`src/rtl/fifo_pkg.sv`:
```
// Shared async-FIFO definitions: default address width and Gray/binary pointer conversions.
// Latency: combinational helpers only.
// Backpressure: n/a (no handshake in this package).
//
// Both conversions work on a 32-bit container. Callers zero-extend their pointer
// into it and size-cast the result back, so one function pair serves every width.
package fifo_pkg;

    localparam int ADDRSIZE_DEF = 3;

    function automatic logic [31:0] bin2gray(input logic [31:0] b);
        return b ^ (b >> 1);
    endfunction

    // Each binary bit is the XOR of its own Gray bit and every Gray bit above it.
    // Zero upper bits leave the low bits unchanged.
    function automatic logic [31:0] gray2bin(input logic [31:0] g);
        logic [31:0] b;
        b     = '0;
        b[31] = g[31];
        for (int i = 30; i >= 0; i--) begin
            b[i] = b[i+1] ^ g[i];
        end
        return b;
    endfunction

endpackage

```
`src/rtl/sync_r2w.sv`:
```
// Two-flop synchronizer that carries the Gray read pointer into the write clock domain.
// Latency: a change on rptr is visible on wq2_rptr after exactly 2 wclk edges.
// Backpressure: none; this block samples its input on every edge.
//
// Ports: wclk, wrst_n (async active-low), rptr [WIDTH-1:0] in, wq2_rptr [WIDTH-1:0] out.
module sync_r2w #(
    parameter int WIDTH = 4
) (
    input  logic             wclk,
    input  logic             wrst_n,
    input  logic [WIDTH-1:0] rptr,
    output logic [WIDTH-1:0] wq2_rptr
);

    logic [WIDTH-1:0] r_wq1_rptr;
    logic [WIDTH-1:0] r_wq2_rptr;

    // Gray coding keeps each transition to one bit, so a multi-bit capture is safe.
    always_ff @(posedge wclk or negedge wrst_n) begin
        if (!wrst_n) begin
            r_wq1_rptr <= '0;
            r_wq2_rptr <= '0;
        end else begin
            r_wq1_rptr <= rptr;
            r_wq2_rptr <= r_wq1_rptr;
        end
    end

    assign wq2_rptr = r_wq2_rptr;

endmodule

```
`src/rtl/wptr_full_ctrl.sv`:
```
// Write-side pointer and status controller for an async FIFO: it keeps the binary and Gray write pointers and the full/almost-full/level/overflow flags.
// Latency: pointers and flags update on the accepting wclk edge; a read becomes visible no earlier than the 3rd edge after rptr moves.
// Backpressure: winc is ignored while wfull=1, and each ignored write sets the sticky woverflow flag.
//
// Ports: wclk, wrst_n (async active-low), winc, rptr[ADDRSIZE:0] (Gray, read domain),
//        wclr_ovf -> waddr[ADDRSIZE-1:0], wptr[ADDRSIZE:0] (Gray), wfull,
//        walmost_full, wlevel[ADDRSIZE:0], woverflow.
module wptr_full_ctrl
    import fifo_pkg::*;
#(
    parameter int ADDRSIZE     = ADDRSIZE_DEF,
    parameter int AFULL_THRESH = 6
) (
    input  logic                wclk,
    input  logic                wrst_n,
    input  logic                winc,
    input  logic [ADDRSIZE:0]   rptr,
    input  logic                wclr_ovf,
    output logic [ADDRSIZE-1:0] waddr,
    output logic [ADDRSIZE:0]   wptr,
    output logic                wfull,
    output logic                walmost_full,
    output logic [ADDRSIZE:0]   wlevel,
    output logic                woverflow
);

    localparam int PW = ADDRSIZE + 1;
    // The threshold is at most 2^ADDRSIZE, so it always fits in a pointer-wide value.
    localparam logic [PW-1:0] AFULL_LVL = PW'(AFULL_THRESH);

    logic [PW-1:0] r_wbin;
    logic [PW-1:0] r_wptr;
    logic          r_wfull;
    logic          r_walmost_full;
    logic [PW-1:0] r_wlevel;
    logic          r_woverflow;

    logic [PW-1:0] w_wq2_rptr;
    logic [PW-1:0] w_wrbin;
    logic [PW-1:0] w_wbinnext;
    logic [PW-1:0] w_wgraynext;
    logic [PW-1:0] w_full_gray;
    logic [PW-1:0] w_level_next;
    logic          w_winc_ok;
    logic          w_ovf_evt;

    sync_r2w #(
        .WIDTH (PW)
    ) u_sync_r2w (
        .wclk     (wclk),
        .wrst_n   (wrst_n),
        .rptr     (rptr),
        .wq2_rptr (w_wq2_rptr)
    );

    assign w_winc_ok   = winc & ~r_wfull;
    assign w_ovf_evt   = winc & r_wfull;
    assign w_wbinnext  = r_wbin + PW'(w_winc_ok);
    assign w_wgraynext = PW'(bin2gray(32'(w_wbinnext)));
    assign w_wrbin     = PW'(gray2bin(32'(w_wq2_rptr)));

    // Full means the write pointer is exactly one lap ahead of the synchronized
    // read pointer. In Gray code that is the read pointer with its top two bits
    // inverted. This needs ADDRSIZE >= 2.
    assign w_full_gray  = {~w_wq2_rptr[PW-1:PW-2], w_wq2_rptr[PW-3:0]};

    // Modulo subtraction keeps the level correct across the pointer wrap.
    assign w_level_next = w_wbinnext - w_wrbin;

    always_ff @(posedge wclk or negedge wrst_n) begin
        if (!wrst_n) begin
            r_wbin         <= '0;
            r_wptr         <= '0;
            r_wfull        <= 1'b0;
            r_walmost_full <= 1'b0;
            r_wlevel       <= '0;
            r_woverflow    <= 1'b0;
        end else begin
            r_wbin         <= w_wbinnext;
            r_wptr         <= w_wgraynext;
            r_wfull        <= (w_wgraynext == w_full_gray);
            r_walmost_full <= (w_level_next >= AFULL_LVL);
            r_wlevel       <= w_level_next;
            // A new overflow takes priority over a clear on the same edge.
            if (w_ovf_evt) begin
                r_woverflow <= 1'b1;
            end else if (wclr_ovf) begin
                r_woverflow <= 1'b0;
            end
        end
    end

    assign waddr        = r_wbin[ADDRSIZE-1:0];
    assign wptr         = r_wptr;
    assign wfull        = r_wfull;
    assign walmost_full = r_walmost_full;
    assign wlevel       = r_wlevel;
    assign woverflow    = r_woverflow;

endmodule
```
`config.mk`:
```
export PLATFORM = sky130hd
export DESIGN_NAME = wptr_full_ctrl
export DESIGN_NICKNAME = d
export VERILOG_FILES = /design/src/rtl/fifo_pkg.sv /design/src/rtl/sync_r2w.sv /design/src/rtl/wptr_full_ctrl.sv
export SDC_FILE = /design/constraint.sdc
export NUM_CORES = 1
export LEC_CHECK = 0
export BUFFER_PORTS_ARGS = -buffer_cell sky130_fd_sc_hd__buf_2
export CAP_MARGIN = 20
export CELL_PAD_IN_SITES_DETAIL_PLACEMENT = 1
export CELL_PAD_IN_SITES_GLOBAL_PLACEMENT = 1
export CORE_UTILIZATION = 40
export DETAILED_ROUTE_END_ITERATION = 12
export PLACE_DENSITY = 0.73
export SKIP_CTS_REPAIR_TIMING = 1
export SLEW_MARGIN = 20
export SYNTH_ARGS = -nofsm -noshare
export SYNTH_HDL_FRONTEND = slang
export SYNTH_HIERARCHICAL = 1
export SYNTH_SLANG_ARGS = --single-unit
export TNS_END_PERCENT = 5
```
`constraint.sdc`:
```
create_clock -name wclk -period 2.75 [get_ports wclk]
set_input_delay 0.275 -clock wclk [delete_from_list [all_inputs] [get_ports wclk]]
set_output_delay 0.275 -clock wclk [all_outputs]
set_load 0.05 [all_outputs]
```
==> flow_summary.toml <==
[outcome]
outcome = "finished, final reports clean"

[setup_path]
critical_path_endpoint_category = "flop"
r2r_end = "walmost_full"
r2r_setup_slack_ns = 0.44
critPathArrivalTime_ns = 2.52
setup.worst_path.class = "reg -> reg"
crit_fanout = 6
cp.required_ns = 2.96
worst_r2r_path_depth = 9
critical_path_startpoint_category = "flop"
worst_r2r_startpoint = "wfull"

[synth]
synth-seq-area-share = 0.626
post_synth_instance_area_um2 = 880
synthesis.nets = 75
netlist-cell-type-count = 17
average_cell_area_after_synthesis_um2 = 14.4
synth_warnings = 6
netlist_instances = 61
ys_seq_elements = 22

[routing]
post_drt_wl_per_cell_um = 11.6
drc_errors = 0
detailedRoute.firstIterationViolations = 2
drt-vias-per-instance = 4.55
drt-total-wl_um = 1320
dr.pass1.iters = 2
via_count = 519
drtAntennaViolNets = 0

[worst_hold_path]
timing.hold.worst.class = "in -> reg"
timing.hold.worst_endpoint = "u_sync_r2w/r_wq1_rptr[0]"
min_delay_path_depth = 1
hp-start = "rptr[0]"

[die]
initial_core_util = 0.435
area_enclosed_by_the_die_boundary_um2 = 2390
floorplan.die.width_um = 48.9
core_area_um2 = 2020
floorplan.rows = 16
chipHeight_um = 48.9
num_io_pins = 22

[run]
max_cap_violations = 0

[timing]
timing.setup.tns_ns = 0
timing.final.hold_violations = 0
max_slew_margin = 0.689
final.setup_skew_ns = 0.00397
rsz_0062_raised_after_global_routing = "false"
finalCritPeriodShare = 0.842
final-setup-viol-count = 0
max_freq_mhz = 432
finalWorstPathRequiredPeriod_ns = 2.31
worst_slew_pin_slew_ns = 0.467
report.final.slew_viol_count = 0

[finish]
layout_commonest_cell = "sky130_fd_sc_hd__dfrtp_1"
final_nets = 102
layout-area-overhead-vs-synth_pct = 21.1
drive_above_1_share = 0.322
antenna_cells = 0
layout_common_cells = "sky130_fd_sc_hd__dfrtp_1 (22), sky130_fd_sc_hd__buf_2 (21), sky130_fd_sc_hd__inv_1 (7)"

[global_routing]
use_met2 = 0.206
met3_usage = 0.0343
grt_util_met1 = 0.156
grt_pass1_wl_um = 2230
grt_usage = 0.131
first_global_vias = 521
globalRoute.totalOverflow = 0
initial_antenna_violation_count = 0
grt-busiest-layer = "met2"
largest_net_degree_at_the_start_of_global_routing = 23

[clocking]
clock_tree.htree_level_count = 1
cts_max_path_buffers = 2
buffer_cell_driving_the_clock_tree_root = "sky130_fd_sc_hd__clkbuf_4"
numCtsBuffers = 3
tritoncts = "yes"
clk-insertion-delay-late_ns = 0.30
tritoncts_num_sinks = 22
worst_setup_hold_path_clk_slew_ns = 0.11

[placed_design]
finalWeightedCongestion = 0.718
portBuffers = 21
detailed_place_hpwl_um = 996
## cells by family (layout without fill, tap and decap cells)
group / count (synthesis) / count (layout) / share of synthesized area
XOR/XNOR: 13 / 13 / 0.164
adder cells (fa/ha/maj): 6 / 6 / 0.0939
AO/OA/AOI/OAI: 5 / 5 / 0.0341
flip-flops: 22 / 22 / 0.626
AND/OR/NAND/NOR: 8 / 8 / 0.0526
buffers and inverters: 7 / 33 / 0.0299
## worst max-delay path, cell delays in order (launching register included)
cell	delay (ns)
sky130_fd_sc_hd__dfrtp_1	0.40
sky130_fd_sc_hd__nor2b_1	0.12
sky130_fd_sc_hd__ha_1	0.20
sky130_fd_sc_hd__ha_1	0.20
sky130_fd_sc_hd__xor2_2	0.34
sky130_fd_sc_hd__ha_1	0.34
sky130_fd_sc_hd__a21oi_1	0.14
sky130_fd_sc_hd__o21ai_0	0.10
sky130_fd_sc_hd__xor3_1	0.22
sky130_fd_sc_hd__a21o_1	0.16
## stage by stage
step / hold slack [ns] / worst slack [ns] / std cells / utilization / instance area [um2]
after floorplan: -0.0206 / 0.287 / 61 / - / 880
after global routing: 0.0466 / 0.233 / 114 / 0.527 / 1060
after CTS: -0.0804 / 0.392 / 113 / 0.522 / 1050
after global placement: 0.255 / 0.421 / 109 / 0.504 / 1020
after detailed placement: 0.263 / 0.367 / 109 / 0.504 / 1020
final: 0.0654 / 0.435 / 114 / 0.527 / 1060
## cell type report
cell class                 instances  area [um2]
tap                               27        33.8
timing repair buffer              22         115
sequential                        22         551
multi-input combinational         32         303
inverter                           7        26.3
fill                             221         957
clock buffer                       4        36.3
## registers in the layout, indices dropped and copies added (netlist names)
name	flops
wlevel	4
walmost_full	1
u_sync_r2w/r_wq1_rptr	4
woverflow	1
r_wbin	4
wfull	1
u_sync_r2w/wq2_rptr	4
wptr	3
## synth_stat cells
cell,count,share of area
sky130_fd_sc_hd__xor3_1,1,0.027
sky130_fd_sc_hd__nor2b_1,1,0.0071
sky130_fd_sc_hd__nand2_1,2,0.0085
sky130_fd_sc_hd__a21o_1,1,0.0085
sky130_fd_sc_hd__o21ai_0,2,0.011
sky130_fd_sc_hd__xor2_2,2,0.037
sky130_fd_sc_hd__or3_1,2,0.014
sky130_fd_sc_hd__dfrtp_1,22,0.63
sky130_fd_sc_hd__inv_1,7,0.030
sky130_fd_sc_hd__xor2_1,5,0.050
sky130_fd_sc_hd__fa_1,1,0.023
sky130_fd_sc_hd__nand3_1,2,0.011
sky130_fd_sc_hd__a22oi_1,1,0.0085
sky130_fd_sc_hd__nand3_2,1,0.011
sky130_fd_sc_hd__xnor2_1,5,0.050
sky130_fd_sc_hd__ha_1,5,0.071
sky130_fd_sc_hd__a21oi_1,1,0.0057
## worst max path at each step
stage	start	end	slack, ns	depth (start not counted)
floorplan	wfull	walmost_full	0.29	9
global placement	winc	walmost_full	0.42	10
global route	wfull	walmost_full	0.23	9
finish	wfull	walmost_full	0.44	9
CTS	wfull	walmost_full	0.39	9
detailed placement	winc	walmost_full	0.37	10
## per-layer routing
layer	wire, um	up-vias
met5	0	-
met1	582	250
met3	84	5
met4	34	0
li1	-	242
met2	619	22
Power is left out: the tool's default activity adds up to more than one toggle a clock period on the data nets, which glitch-free logic cannot reach.
